### src/rtl/sound_player.sv
// sound_player: plays a short fixed melody per sound ID as a square wave on o_speaker.
// Build macro SOUND_PRIORITY_EN: while busy, accept a retrigger only if its ID >= the playing ID.
module sound_player #(
  parameter int CLK_HZ      = 12_000_000,
  parameter int NOTE_CYCLES = 1_200_000,
  parameter int GAP_CYCLES  = 120_000
) (
  input  logic       i_clk,
  input  logic       i_reset,
  input  logic [1:0] i_soundselector,
  input  logic       i_playsound,
  output logic       o_speaker,
  output logic       o_busy
);

  localparam int HP_C5 = CLK_HZ / (2 * 523);
  localparam int HP_E5 = CLK_HZ / (2 * 659);
  localparam int HP_G5 = CLK_HZ / (2 * 784);
  localparam int HP_C6 = CLK_HZ / (2 * 1047);
  localparam int HP_G3 = CLK_HZ / (2 * 196);
  localparam int HP_D3 = CLK_HZ / (2 * 147);

  // Lowest note has the longest half-period and sizes the phase counter.
  localparam int PW = (HP_D3 > 1) ? $clog2(HP_D3) : 1;
  localparam int NW = (NOTE_CYCLES > 1) ? $clog2(NOTE_CYCLES) : 1;
  localparam int GW = (GAP_CYCLES > 1) ? $clog2(GAP_CYCLES) : 1;

  localparam logic [NW-1:0] NOTE_LAST = NW'(NOTE_CYCLES - 1);
  localparam logic [GW-1:0] GAP_LAST  = GW'(GAP_CYCLES - 1);

  localparam logic [1:0] SND_UI    = 2'd0;
  localparam logic [1:0] SND_NEXT  = 2'd1;
  localparam logic [1:0] SND_CRASH = 2'd2;
  localparam logic [1:0] SND_CELEB = 2'd3;

  // state  | meaning
  // S_IDLE | silent, waiting for a trigger
  // S_TONE | square wave for the current note
  // S_GAP  | silent spacing between two notes of one sound
  typedef enum logic [1:0] {S_IDLE, S_TONE, S_GAP} state_t;

  state_t          r_state;
  logic            r_play_q;
  logic [1:0]      r_sel;
  logic [1:0]      r_idx;
  logic [PW-1:0]   r_phase;
  logic [NW-1:0]   r_note;
  logic [GW-1:0]   r_gap;
  logic            r_speaker;

  state_t          w_state_nxt;
  logic [1:0]      w_sel_nxt;
  logic [1:0]      w_idx_nxt;
  logic [PW-1:0]   w_phase_nxt;
  logic [NW-1:0]   w_note_nxt;
  logic [GW-1:0]   w_gap_nxt;
  logic            w_speaker_nxt;
  logic            w_trig;
  logic            w_accept;
  logic [PW-1:0]   w_hp_last;
  logic [1:0]      w_idx_last;

  function automatic logic [PW-1:0] hp_last(input logic [1:0] sel, input logic [1:0] idx);
    int hp;
    hp = HP_C6;
    case (sel)
      SND_NEXT:  hp = (idx == 2'd0) ? HP_C5 : (idx == 2'd1) ? HP_E5 : HP_G5;
      SND_CRASH: hp = (idx == 2'd0) ? HP_G3 : HP_D3;
      SND_CELEB: begin
        case (idx)
          2'd0:    hp = HP_C5;
          2'd1:    hp = HP_E5;
          2'd2:    hp = HP_G5;
          default: hp = HP_C6;
        endcase
      end
      default:   hp = HP_C6;
    endcase
    return PW'(hp - 1);
  endfunction

  function automatic logic [1:0] idx_last(input logic [1:0] sel);
    case (sel)
      SND_UI:    return 2'd0;
      SND_NEXT:  return 2'd2;
      SND_CRASH: return 2'd1;
      default:   return 2'd3;
    endcase
  endfunction

  assign w_trig     = i_playsound & ~r_play_q;
  assign w_hp_last  = hp_last(r_sel, r_idx);
  assign w_idx_last = idx_last(r_sel);

`ifdef SOUND_PRIORITY_EN
  assign w_accept = w_trig & ((r_state == S_IDLE) | (i_soundselector >= r_sel));
`else
  assign w_accept = w_trig;
`endif

  always_ff @(posedge i_clk) begin
    if (i_reset) begin
      r_state   <= S_IDLE;
      r_play_q  <= 1'b0;
      r_sel     <= '0;
      r_idx     <= '0;
      r_phase   <= '0;
      r_note    <= '0;
      r_gap     <= '0;
      r_speaker <= 1'b0;
    end else begin
      r_state   <= w_state_nxt;
      r_play_q  <= i_playsound;
      r_sel     <= w_sel_nxt;
      r_idx     <= w_idx_nxt;
      r_phase   <= w_phase_nxt;
      r_note    <= w_note_nxt;
      r_gap     <= w_gap_nxt;
      r_speaker <= w_speaker_nxt;
    end
  end

  always_comb begin
    w_state_nxt   = r_state;
    w_sel_nxt     = r_sel;
    w_idx_nxt     = r_idx;
    w_phase_nxt   = r_phase;
    w_note_nxt    = r_note;
    w_gap_nxt     = r_gap;
    w_speaker_nxt = r_speaker;

    // An accepted trigger overrides whatever is playing, including the final note's last cycle.
    if (w_accept) begin
      w_state_nxt   = S_TONE;
      w_sel_nxt     = i_soundselector;
      w_idx_nxt     = '0;
      w_phase_nxt   = '0;
      w_note_nxt    = '0;
      w_gap_nxt     = '0;
      w_speaker_nxt = 1'b0;
    end else begin
      case (r_state)
        S_TONE: begin
          if (r_note == NOTE_LAST) begin
            w_state_nxt   = (r_idx == w_idx_last) ? S_IDLE : S_GAP;
            w_phase_nxt   = '0;
            w_note_nxt    = '0;
            w_gap_nxt     = '0;
            w_speaker_nxt = 1'b0;
          end else begin
            w_note_nxt = r_note + 1'b1;
            if (r_phase == w_hp_last) begin
              w_phase_nxt   = '0;
              w_speaker_nxt = ~r_speaker;
            end else begin
              w_phase_nxt = r_phase + 1'b1;
            end
          end
        end
        S_GAP: begin
          w_speaker_nxt = 1'b0;
          if (r_gap == GAP_LAST) begin
            w_state_nxt = S_TONE;
            w_idx_nxt   = r_idx + 2'd1;
            w_gap_nxt   = '0;
            w_phase_nxt = '0;
            w_note_nxt  = '0;
          end else begin
            w_gap_nxt = r_gap + 1'b1;
          end
        end
        default: begin
          w_state_nxt   = S_IDLE;
          w_phase_nxt   = '0;
          w_note_nxt    = '0;
          w_gap_nxt     = '0;
          w_speaker_nxt = 1'b0;
        end
      endcase
    end
  end

  assign o_speaker = r_speaker;
  assign o_busy    = (r_state != S_IDLE);

endmodule

### config.mk
export PLATFORM = sky130hd
export DESIGN_NAME = sound_player
export DESIGN_NICKNAME = d
export VERILOG_FILES = /design/src/rtl/sound_player.sv
export SDC_FILE = /design/constraint.sdc
export NUM_CORES = 1
export LEC_CHECK = 0
export CAP_MARGIN = 20
export CELL_PAD_IN_SITES_DETAIL_PLACEMENT = 1
export CELL_PAD_IN_SITES_GLOBAL_PLACEMENT = 1
export CORE_AREA = 2 2 86 88
export CTS_CLUSTER_DIAMETER = 200
export CTS_CLUSTER_SIZE = 8
export DETAILED_ROUTE_END_ITERATION = 16
export DIE_AREA = 0 0 88 90
export GPL_TIMING_DRIVEN = 0
export PLACE_DENSITY_LB_ADDON = 0.1
export SETUP_SLACK_MARGIN = 0.3
export SYNTH_ARGS = -nofsm -noshare
export SYNTH_HDL_FRONTEND = slang
export SYNTH_SLANG_ARGS = --single-unit
### constraint.sdc
create_clock -name i_clk -period 7.84 [get_ports i_clk]
set_clock_uncertainty 0.05 [all_clocks]
set_input_delay 1.176 -clock i_clk [delete_from_list [all_inputs] [get_ports i_clk]]
set_output_delay 1.176 -clock i_clk [all_outputs]
set_load 0.01 [all_outputs]
# Word-level counts from Yosys, hierarchy flattened
# Index checks and enable logic that the tools add are counted.
# W data, S select, Z words.
dict set report totals {
  word_cells 62
  output_inout_bits 2
  regBits 62
  input_bits 5
}
dict set report classes {
  bitwise_logic 4
  n_eq_ne 15
  n_addsub 5
  muxes 21
  n_reduce_logical 8
}
# cell count
set op_table {}
lappend op_table {{$mux W16} 4}
lappend op_table {{$pmux W16 S3} 1}
lappend op_table {{$mux W21} 2}
lappend op_table {{$pmux W14 S3} 1}
lappend op_table {{$pmux W21 S2} 1}
lappend op_table {{$mux W17} 2}
lappend op_table {{$pmux W17 S2} 1}
lappend op_table {{$pmux W16 S2} 1}
lappend op_table {{$mux W14} 2}
lappend op_table {{$add A21 B1 Y21 const B} 1}
lappend op_table {{$eq A21 B21 Y1 const B} 1}
lappend op_table {{$add A17 B1 Y17 const B} 1}
lappend op_table {{$eq A17 B17 Y1 const B} 1}
lappend op_table {{$add A16 B1 Y16 const B} 1}
lappend op_table {{$eq A16 B16 Y1} 1}
lappend op_table {{$sub A16 B2 Y16 const B} 1}
lappend op_table {{$eq A2 B2 Y1 const B} 4}
lappend op_table {{$eq A2 B1 Y1 const B} 3}
lappend op_table {{$mux W2} 3}
lappend op_table {{$ne A3 B3 Y1 const B} 2}
lappend op_table {{$pmux W2 S3} 1}
lappend op_table {{$reduce_and A2 Y1} 3}
lappend op_table {{$logic_not A2 Y1} 2}
lappend op_table {{$ne A2 B2 Y1 const B} 2}
lappend op_table {{9 further kinds} 11}

# Longest topological paths before layout
# Gate-level depths: netlist (run 1).
dict set report logic_depth {
  ltp_word 9
  ltp_mapped 16
  mapped_depth_nobuf 14
}

# Worst setup path before layout (run 1)
# No wires, ideal clock.
dict set report synth_path {
  path_type {flip-flop to flip-flop}
  start {register r_idx[0]}
  end {register r_phase[6]}
  t_arrival_ps 3082
  synth_period_minus_slack_ps 3258
  path_stages_with_launch 17
  path_buffers 2
  slack_ps 4582
  required_ps 7664
  setup_time_ps 126
  path_cell_list {dfxtp_1 inv_1 ha_1 clkbuf_2 or4b_1 nand2_1 inv_1 ha_1 ha_1 xnor2_1 xor2_1 nand4_1 o211ai_1 nand4b_2 buf_6 a31oi_1 mux2i_1}
}
dict set report synth_between {
  elab_chain_len 9
  elab_cells_between_ends 13
  classes_between {1 x add/sub; 3 x eq/ne; 8 x mux; 1 x reduce/logical}
}
# item line_no
set synth_rtl {}
lappend synth_rtl {{from (decl)} 45} ;# logic [1:0] r_idx;
lappend synth_rtl {{from (signal assigned)} 115} ;# r_idx <= w_idx_nxt;
lappend synth_rtl {{$eq A2 B1 Y1} {67, 70}}
lappend synth_rtl {{$mux W14 (2 in series)} 67} ;# SND_NEXT: hp = (idx == 2'd0) ? HP_C5 : (idx == 2'd1) ? HP_E5 : HP_G5;
lappend synth_rtl {{$pmux W16 S3 *} 66} ;# case (sel)
lappend synth_rtl {{$sub A16 B2 Y16 *} 79} ;# return PW'(hp - 1);
lappend synth_rtl {{$eq A16 B16 Y1 *} 152} ;# if (r_phase == w_hp_last) begin
lappend synth_rtl {{$mux W16 *} 152}
lappend synth_rtl {{$mux W16 *} 144} ;# if (r_note == NOTE_LAST) begin
lappend synth_rtl {{$pmux W16 S2 *} 142} ;# case (r_state)
lappend synth_rtl {{to (signal assigned)} 116} ;# r_phase <= w_phase_nxt;
lappend synth_rtl {{to (decl)} 46} ;# logic [PW-1:0] r_phase;
# Every way passes the cells marked *; elsewhere a longest branch is shown, timed or not.
# A chain may end at the register's enable or synchronous reset.

# Worst setup path after layout (run 1)
dict set report layout_path {
  start {register r_idx[0]}
  end {register r_phase[4]}
}
# The elaborated chain is that of the path after synthesis.

==> summary.md, run 1 <==
| Metric | Value |
|---|---|
| Max cap viols | 0 |
| CTS sink count | 62 |
| Post-DR wirelength/cell | around 16 um |
| Post-CTS setup repair buffer count | 0 |
| Slew @ Worst Pin | around 0.55 ns |
| Most area-consuming cells after synthesis | dfxtp_1, xor2_1, nor2_1 |
| Final ANT Viol Nets | 0 |
| Cell mode on critical path | ha_1 |
| Final hold violations | 0 |
| Vert. Die Dim | roughly 90 um |
| Slowest cell on crit path | or4b_1 |
| Num CTS Buffers | 9 |
| Max-slew violation count | 0 |
| I/O pins | 7 |
| Combinational fraction of design power | between 6 and 7% |
| Core area | between 7000 and 8000 um2 |
| Register area share after synthesis | between 30% and 40% |
| Post-Syn Area per Cell | just over 8 um2 |
| Largest stage delay on the critical path | about 0.55 ns |
| Vias/cell | roughly 5.6 |
| Clock root buffer | clkbuf_8 |
| RSZ-0062 raised after global routing | no |
| # hold bufs at CTS | 0 |
| Final setup violation count | 0 |
| Int Pwr | ~0.00055 W |
| Worst Setup Start Kind | register |
| PwrDens | approximately 180 nW/um2 |
| DRT Pass-1 Iters | 4 |
| Post-Syn Area | approximately 3500 um2 |
| DR iter-0 viols | 89 |
| Outcome | completed |
| Post-synth EDFFs | 0 |
| F_max | 261 MHz |
| Crit share post-route | 48.8% |
| Gr ovfl total | 0 |
| Number of gates resized after cts | 0 |
| Area growth syn-to-layout | 12.5% |
| Routed wire length | roughly 8600 um |
| Library cells used by synthesis | 54 |
| Chip Width | 88 um |
| Syn nets | around 440 |
| CP arrival | approximately 4.0 ns |
| Cells after synthesis | between 400 and 500 |
| Critical Path End Type | register |
| Initial Utilization | around 49% |
| Clock-pin slew on the worst setup and hold paths | around 0.07 ns |
| Dpl cells | 532 |
| Largest net degree at the start of global routing | 12 |
| Gr usage total | 23.4% |
| Antenna violations before repair | 0 |
| Top-count cell post-synth | nor2_1 |
| CP cell instances | inv_1 -> ha_1 -> clkbuf_2 -> or4b_1 -> nand2_1 -> inv_1 -> ha_1 -> ha_1 -> xnor2_1 -> xor2_1 -> nand4_1 -> o211ai_1 -> nand4b_2 -> buf_6 -> a31oi_1 -> mux2i_1 |
| Async set-reset flop share out of synthesis | 0% |
| Ys Warns | 0 |
| Peak supply drop | 0.113 mV |
| Crit path buffers/inverters | 4 |
| CP Data Required Time | between 8 and 9 ns |
| HP Class | register to register |
| Nets@finish | between 400 and 500 |
| Net Sw Frac | 22.5% |
| Synth cell count leaders | nor2_1, dfxtp_1, nand2_1 |
| Static leakage | approximately 1.3 nW |
| Final Non-Filler Cells | roughly 550 |
| Post-route DRC | 0 |
| Placer Congestion | 0.824 |
| Ant. Diodes | 0 |
| H-tree levels | 3 |
| I/O Buffers | 6 |
| Synth top area share | 35.9% |
| TritonCTS clock tree | built |
| Pwr Total | about 0.00071 W |
| First-pass GRT wire length | ~15,000 um |
| Clock Latency Late Sink | 0.35 ns |
| Min Tclk post-route | between 3 and 4 ns |
| # fillers | between 800 and 900 |
| Via count | just over 3,000 |
| Vias in the first global route | 3,212 |
| Dpl hpwl | approximately 6200 um |
| Setup tns final | 0 ns |
| CTS Buffer Depth | 2 |
| Part of the power in registers | between 40% and 50% |
| NetSw | ~0.00016 W |
| Relative slew slack | approximately 63% |
| FF+latch count, synth | 62 |
| Share of cells above drive strength 1 | about 8% |
| Total die area | slightly below 8000 um2 |
| Synth area leader | dfxtp_1 |
| Synth Flop Type | dfxtp_1 |
| Clock power share | approximately half |
| Kind of critical path | register to register |
| Crit Path Max Fanout | 10 |
| Post-layout util | 55.3% |
| Row cnt | 31 |
| Crit path max-delay family | simple AND/OR/NAND/NOR gates |
routing by layer:
metal,vias to the layer above,GRT usage (%),part of all wire [%]
met2,20,41.0,52
met5,-,0,0
li1,1513,-,-
met4,0,9.62,2.1
met1,1494,27.2,44
met3,16,4.50,1.7
cell usage in the layout, fill, tap and decap left out, types with 3 or more instances in the layout:
master,n
or3_1,7
a31oi_1,8
o21ai_0,18
o22ai_1,3
or2_2,3
bufinv_16,3
clkdlybuf4s50_1,6
nand2b_1,3
ha_1,11
xnor2_1,20
dfxtp_1,62
nand2_1,36
nor4_1,3
mux2i_1,8
and3_1,8
nor2_1,64
inv_1,15
xor2_1,32
nor2b_1,5
nor3_1,10
nand3_1,28
clkbuf_1,10
a21oi_1,15
nand4_1,16
o211ai_1,6
clkbuf_8,10
logic make-up after synthesis:
kind of cell    synth area share [%]
compound gates                  11.1
xor+xnor                        13.2
fa+ha+maj                       3.99
buf+inv                         4.06
flops                           35.9
mux                             2.64
simple gates                    29.1
worst paths after layout:
kind                            from                 endpoint  slack [ns]  cells after the start
max            r_idx[0]$_SDFFE_PP0P_  r_phase[4]$_SDFFE_PP0N_        4.01                     16
min          r_note[18]$_SDFFE_PP0N_  r_note[18]$_SDFFE_PP0N_        0.47                      2
max reg2reg    r_idx[0]$_SDFFE_PP0P_  r_phase[4]$_SDFFE_PP0N_        4.01                     16
min reg2reg  r_note[18]$_SDFFE_PP0N_  r_note[18]$_SDFFE_PP0N_        0.47                      2
sequential cells by signal, summed over array words and instances (netlist names):
name	cells
r_phase	16
r_note	21
r_gap	17
r_idx	2
r_state	2
o_speaker	1
r_play_q	1
r_sel	2
layout make-up:
type	instances	area [um2]	area share, %
clock inverters	6	109	2.80
flip-flops and latches	62	1240	32.0
plain buffers	17	83.8	2.16
clock buffers	10	138	3.54
multi-input cells	333	2070	53.4
inverters	15	56.3	1.45
well taps	99	124	3.19
repair buffers	6	60.1	1.55
metrics by stage:
step / setup slack, ns / hold slack (ns) / instance area (um2)
final: 4.01 / 0.470 / 3880
after CTS: 4.02 / 0.458 / 3880
after global placement: 4.19 / 0.418 / 3640
after global routing: 3.75 / 0.507 / 3880
after detailed placement: 4.07 / 0.449 / 3640
after floorplan: 4.58 / 0.403 / 3450
worst min-delay path: cells and delay by family (launching register included):
family / cells / cell delay (ns)
AOI/OAI and AO/OA: 2 / 0.14
DFF: 1 / 0.34
power by group through the flow:
stage	registers [W]	clock network, W	logic [W]
2_1_floorplan	0.000325	0	0.0000312
3_3_place_gp	0.000326	0	0.0000425
3_5_place_dp	0.000326	0	0.0000436
4_1_cts	0.000319	0.000357	0.0000443
5_1_grt	0.000319	0.000372	0.0000492
6_report	0.000319	0.000351	0.0000439
Power figures use the tool's default switching activity.
==> run 2, diff against run 1 <==
--- a/config.mk
+++ b/config.mk
@@ -8,11 +8,11 @@
 export CAP_MARGIN = 20
 export CELL_PAD_IN_SITES_DETAIL_PLACEMENT = 1
 export CELL_PAD_IN_SITES_GLOBAL_PLACEMENT = 1
-export CORE_AREA = 2 2 86 88
+export CORE_AREA = 2 2 89 91
 export CTS_CLUSTER_DIAMETER = 200
 export CTS_CLUSTER_SIZE = 8
 export DETAILED_ROUTE_END_ITERATION = 16
-export DIE_AREA = 0 0 88 90
+export DIE_AREA = 0 0 91 93
 export GPL_TIMING_DRIVEN = 0
 export PLACE_DENSITY_LB_ADDON = 0.1
 export SETUP_SLACK_MARGIN = 0.3
==> constraint.sdc (replaced) <==
create_clock -name i_clk -period 3.9 [get_ports i_clk]
set_clock_uncertainty 0.05 [all_clocks]
set_input_delay 0.585 -clock i_clk [delete_from_list [all_inputs] [get_ports i_clk]]
set_output_delay 0.585 -clock i_clk [all_outputs]
set_load 0.01 [all_outputs]
==> run 2 against run 1 <==
  * Utilization down 2.9 points
  * Die area up 6.9%
  * Power up 70%
  * Clock power up 35%
  * Sequential share of layout area down 0.33 points
  * Wire length up 3.9%
  * Fmax up 13%
  * Setup slack worse by 3.5 ns
  * Global-route usage down 1.9 points
  * Register-to-register slack worse by 3.5 ns
==> summary.md, run 2 (synthesis gave the netlist of run 1 again) <==
| Metric | Value |
|---|---|
| RSZ-0062 raised after global routing | no |
| CTS sink count | 62 (unchanged) |
| Final Non-Filler Cells | 556 (+1.5%) |
| Share of cells above drive strength 1 | 11.2% (+3.4 points) |
| DRT Pass-1 Iters | 4 (unchanged) |
| Crit share post-route | 86.8% (+38 points) |
| CP cell instances | inv_2 -> ha_1 -> clkbuf_4 -> or4b_4 -> nand2_4 -> inv_1 -> ha_1 -> ha_2 -> xnor2_2 -> xor2_1 -> nand4_1 -> o211ai_1 -> nand4b_4 -> buf_4 -> a31oi_1 -> o22ai_1 |
| Chip Width | 91 um (+3.4%) |
| Post-DR wirelength/cell | 16.0 um (+2.5%) |
| Outcome | completed |
| Initial Utilization | 45.9% (-3.3 points) |
| CTS Buffer Depth | 2 (unchanged) |
| Critical Path Start | r_idx[0]$_SDFFE_PP0P_ |
| Multi-input gate area | 2140 um2 (+3.4%) |
| Largest regs | r_note: 21 flops, r_gap: 17 flops, r_phase: 16 flops |
| DP Worst Slack | 0.151 ns (-3.92 ns) |
| Crit path buffers/inverters | 4 (unchanged) |
| Hold path start | r_note[20]$_SDFFE_PP0N_ |
| Pwr Total | 0.00121 W (+70%) |
| Vias in the first global route | 3,141 (-2.2%) |
| F_max | 295 MHz (+13%) |
| Final hold violations | 0 (unchanged) |
| Max-slew violation count | 0 (unchanged) |
| Total die area | 8460 um2 (+6.9%) |
| Static leakage | 1.35 nW (+2.1%) |
| HP Class | register to register |
| Vias/cell | 5.48 (-1.3%) |
| Setup tns final | 0 ns (unchanged) |
| Core area | 7530 um2 (+7.2%) |
| Largest stage delay on the critical path | 0.51 ns (-0.04 ns) |
| H-tree levels | 3 (unchanged) |
| Vert. Die Dim | 93 um (+3.3%) |
| Max cap viols | 0 (unchanged) |
| Placer Congestion | 0.853 (+3.6%) |
| Crit Path Max Fanout | 9 (-1) |
| Area growth syn-to-layout | 14.3% |
| Clock root buffer | clkbuf_8 |
| Num CTS Buffers | 9 (unchanged) |
| First-pass GRT wire length | 14,700 um (-0.37%) |
| Relative slew slack | 61.1% (-1.9 points) |
| DR iter-0 viols | 81 (-9.0%) |
| Clock-pin slew on the worst setup and hold paths | 0.07 ns (about the same) |
| Commonest non-fill, non-tap cell in the layout | nor2_1 |
| Largest register by flop count | r_note |
| Clock Latency Late Sink | 0.34 ns (about the same) |
| Ant. Diodes | 0 (unchanged) |
| Critical Path End Type | register |
| Post-route DRC | 0 (unchanged) |
| CP arrival | 3.56 ns (-0.45 ns) |
| Most frequent cells in the layout | nor2_1, dfxtp_1, nand2_1 |
| Largest net degree at the start of global routing | 11 (-1) |
| Peak supply drop | 0.187 mV (+65%) |
| Slowest cell on crit path | or4b_4 |
| CP Data Required Time | 4.07 ns (-3.95 ns) |
| Slew @ Worst Pin | 0.584 ns (+0.0343 ns) |
| Crit path max-delay family | simple AND/OR/NAND/NOR gates |
| I/O pins | 7 (unchanged) |
| Antenna violations before repair | 0 (unchanged) |
| Min Tclk post-route | 3.39 ns (-0.442 ns) |
| Worst Setup Start Kind | register |
| Final setup violation count | 0 (unchanged) |
| TritonCTS clock tree | built |
| Gr usage total | 21.5% (-1.9 points) |
| Final ANT Viol Nets | 0 (unchanged) |
| I/O Buffers | 6 (unchanged) |
| Row cnt | 32 (+3.2%) |
| Kind of critical path | register to register |
| Dpl hpwl | 6370 um (+3.0%) |
| # fillers | 964 (+13%) |
| Routed wire length | 8900 um (+3.9%) |
| Cell mode on critical path | ha_1 |
| Setup ws final | 0.513 ns (-3.50 ns) |
| Gr ovfl total | 0 (unchanged) |
| FF-to-FF Start | r_idx[0]$_SDFFE_PP0P_ |
| Reg area | 1250 um2 (+0.61%) |
| Dpl cells | 535 (+0.56%) |
| PwrDens | 307 nW/um2 (+67%) |
| Nets@finish | 466 (+1.3%) |
| Via count | 3,046 (+0.099%) |
| Largest register FFs | 21 (unchanged) |
==> run 2: cell count changes in the layout (fill, tap and decap cells not counted), moves of 2 or more <==
cell       previous run  this run
a31oi_4               0         2
dfxtp_4               0         2
a31oi_1               8         6
clkinv_2              2         4
buf_4                 0         4
dfxtp_1              62        60
bufinv_16             3         0
==> run 2: routing by layer <==
layer	vias to the layer above	global-route usage [%]	part of all wire (%)
met5	-	0	0
met4	0	8.71	2.2
met3	15	3.06	1.8
met2	21	39.3	52
met1	1479	25.4	44
li1	1531	-	-
==> run 2: worst register-to-register path, cell delays in order (launching register included) <==
cell and delay, ns:
dfxtp_4 0.38, inv_2 0.06, ha_1 0.18, clkbuf_4 0.17, or4b_4 0.51, nand2_4 0.08, inv_1 0.05, ha_1 0.23
ha_2 0.20, xnor2_2 0.22, xor2_1 0.17, nand4_1 0.12, o211ai_1 0.19, nand4b_4 0.23, buf_4 0.20, a31oi_1 0.14
o22ai_1 0.11
==> run 2: path summary, 6_finish.rpt <==
kind | cells after the start | end | slack [ns]
hold / removal | 2 | r_note[20]$_SDFFE_PP0N_ | 0.45
hold reg to reg | 2 | r_note[20]$_SDFFE_PP0N_ | 0.45
setup reg to reg | 16 | r_phase[5]$_SDFFE_PP0N_ | 0.51
setup / recovery | 16 | r_phase[5]$_SDFFE_PP0N_ | 0.51
==> run 2: where the power goes <==
part           leakage [nW]  switching, W  internal, W
combinational         0.762     0.0000587    0.0000380
clock                0.0817      0.000253     0.000222
sequential            0.502    0.00000329     0.000636
==> run 2: final cells by class <==
type | count | share of cell area (%)
well taps | 102 | 3.23
clock inverters | 5 | 0.697
flip-flops and latches | 62 | 31.6
repair buffers | 12 | 3.20
clock buffers | 10 | 3.23
inverters | 15 | 1.43
plain buffers | 17 | 2.31
multi-input cells | 333 | 54.3
==> run 2: what timing repair did <==
action                     in CTS  in global routing
setup endpoints to repair      15                 17
pin swaps                       1                  6
gates cloned                    0                  1
setup buffers                   2                  3
hold buffers                    0                  0
gates resized for setup         3                 18
hold endpoints to repair        0                  0
==> run 2: metrics by stage <==
| stage | util [%] | hold slack (ns) | instance area [um2] |
|---|---|---|---|
| final | 52.4 | 0.450 | 3950 |
| after global routing | 52.4 | 0.480 | 3950 |
| after floorplan | - | 0.403 | 3450 |
| after detailed placement | 48.4 | 0.446 | 3640 |
| after CTS | 50.9 | 0.459 | 3830 |
| after global placement | 48.4 | 0.422 | 3640 |
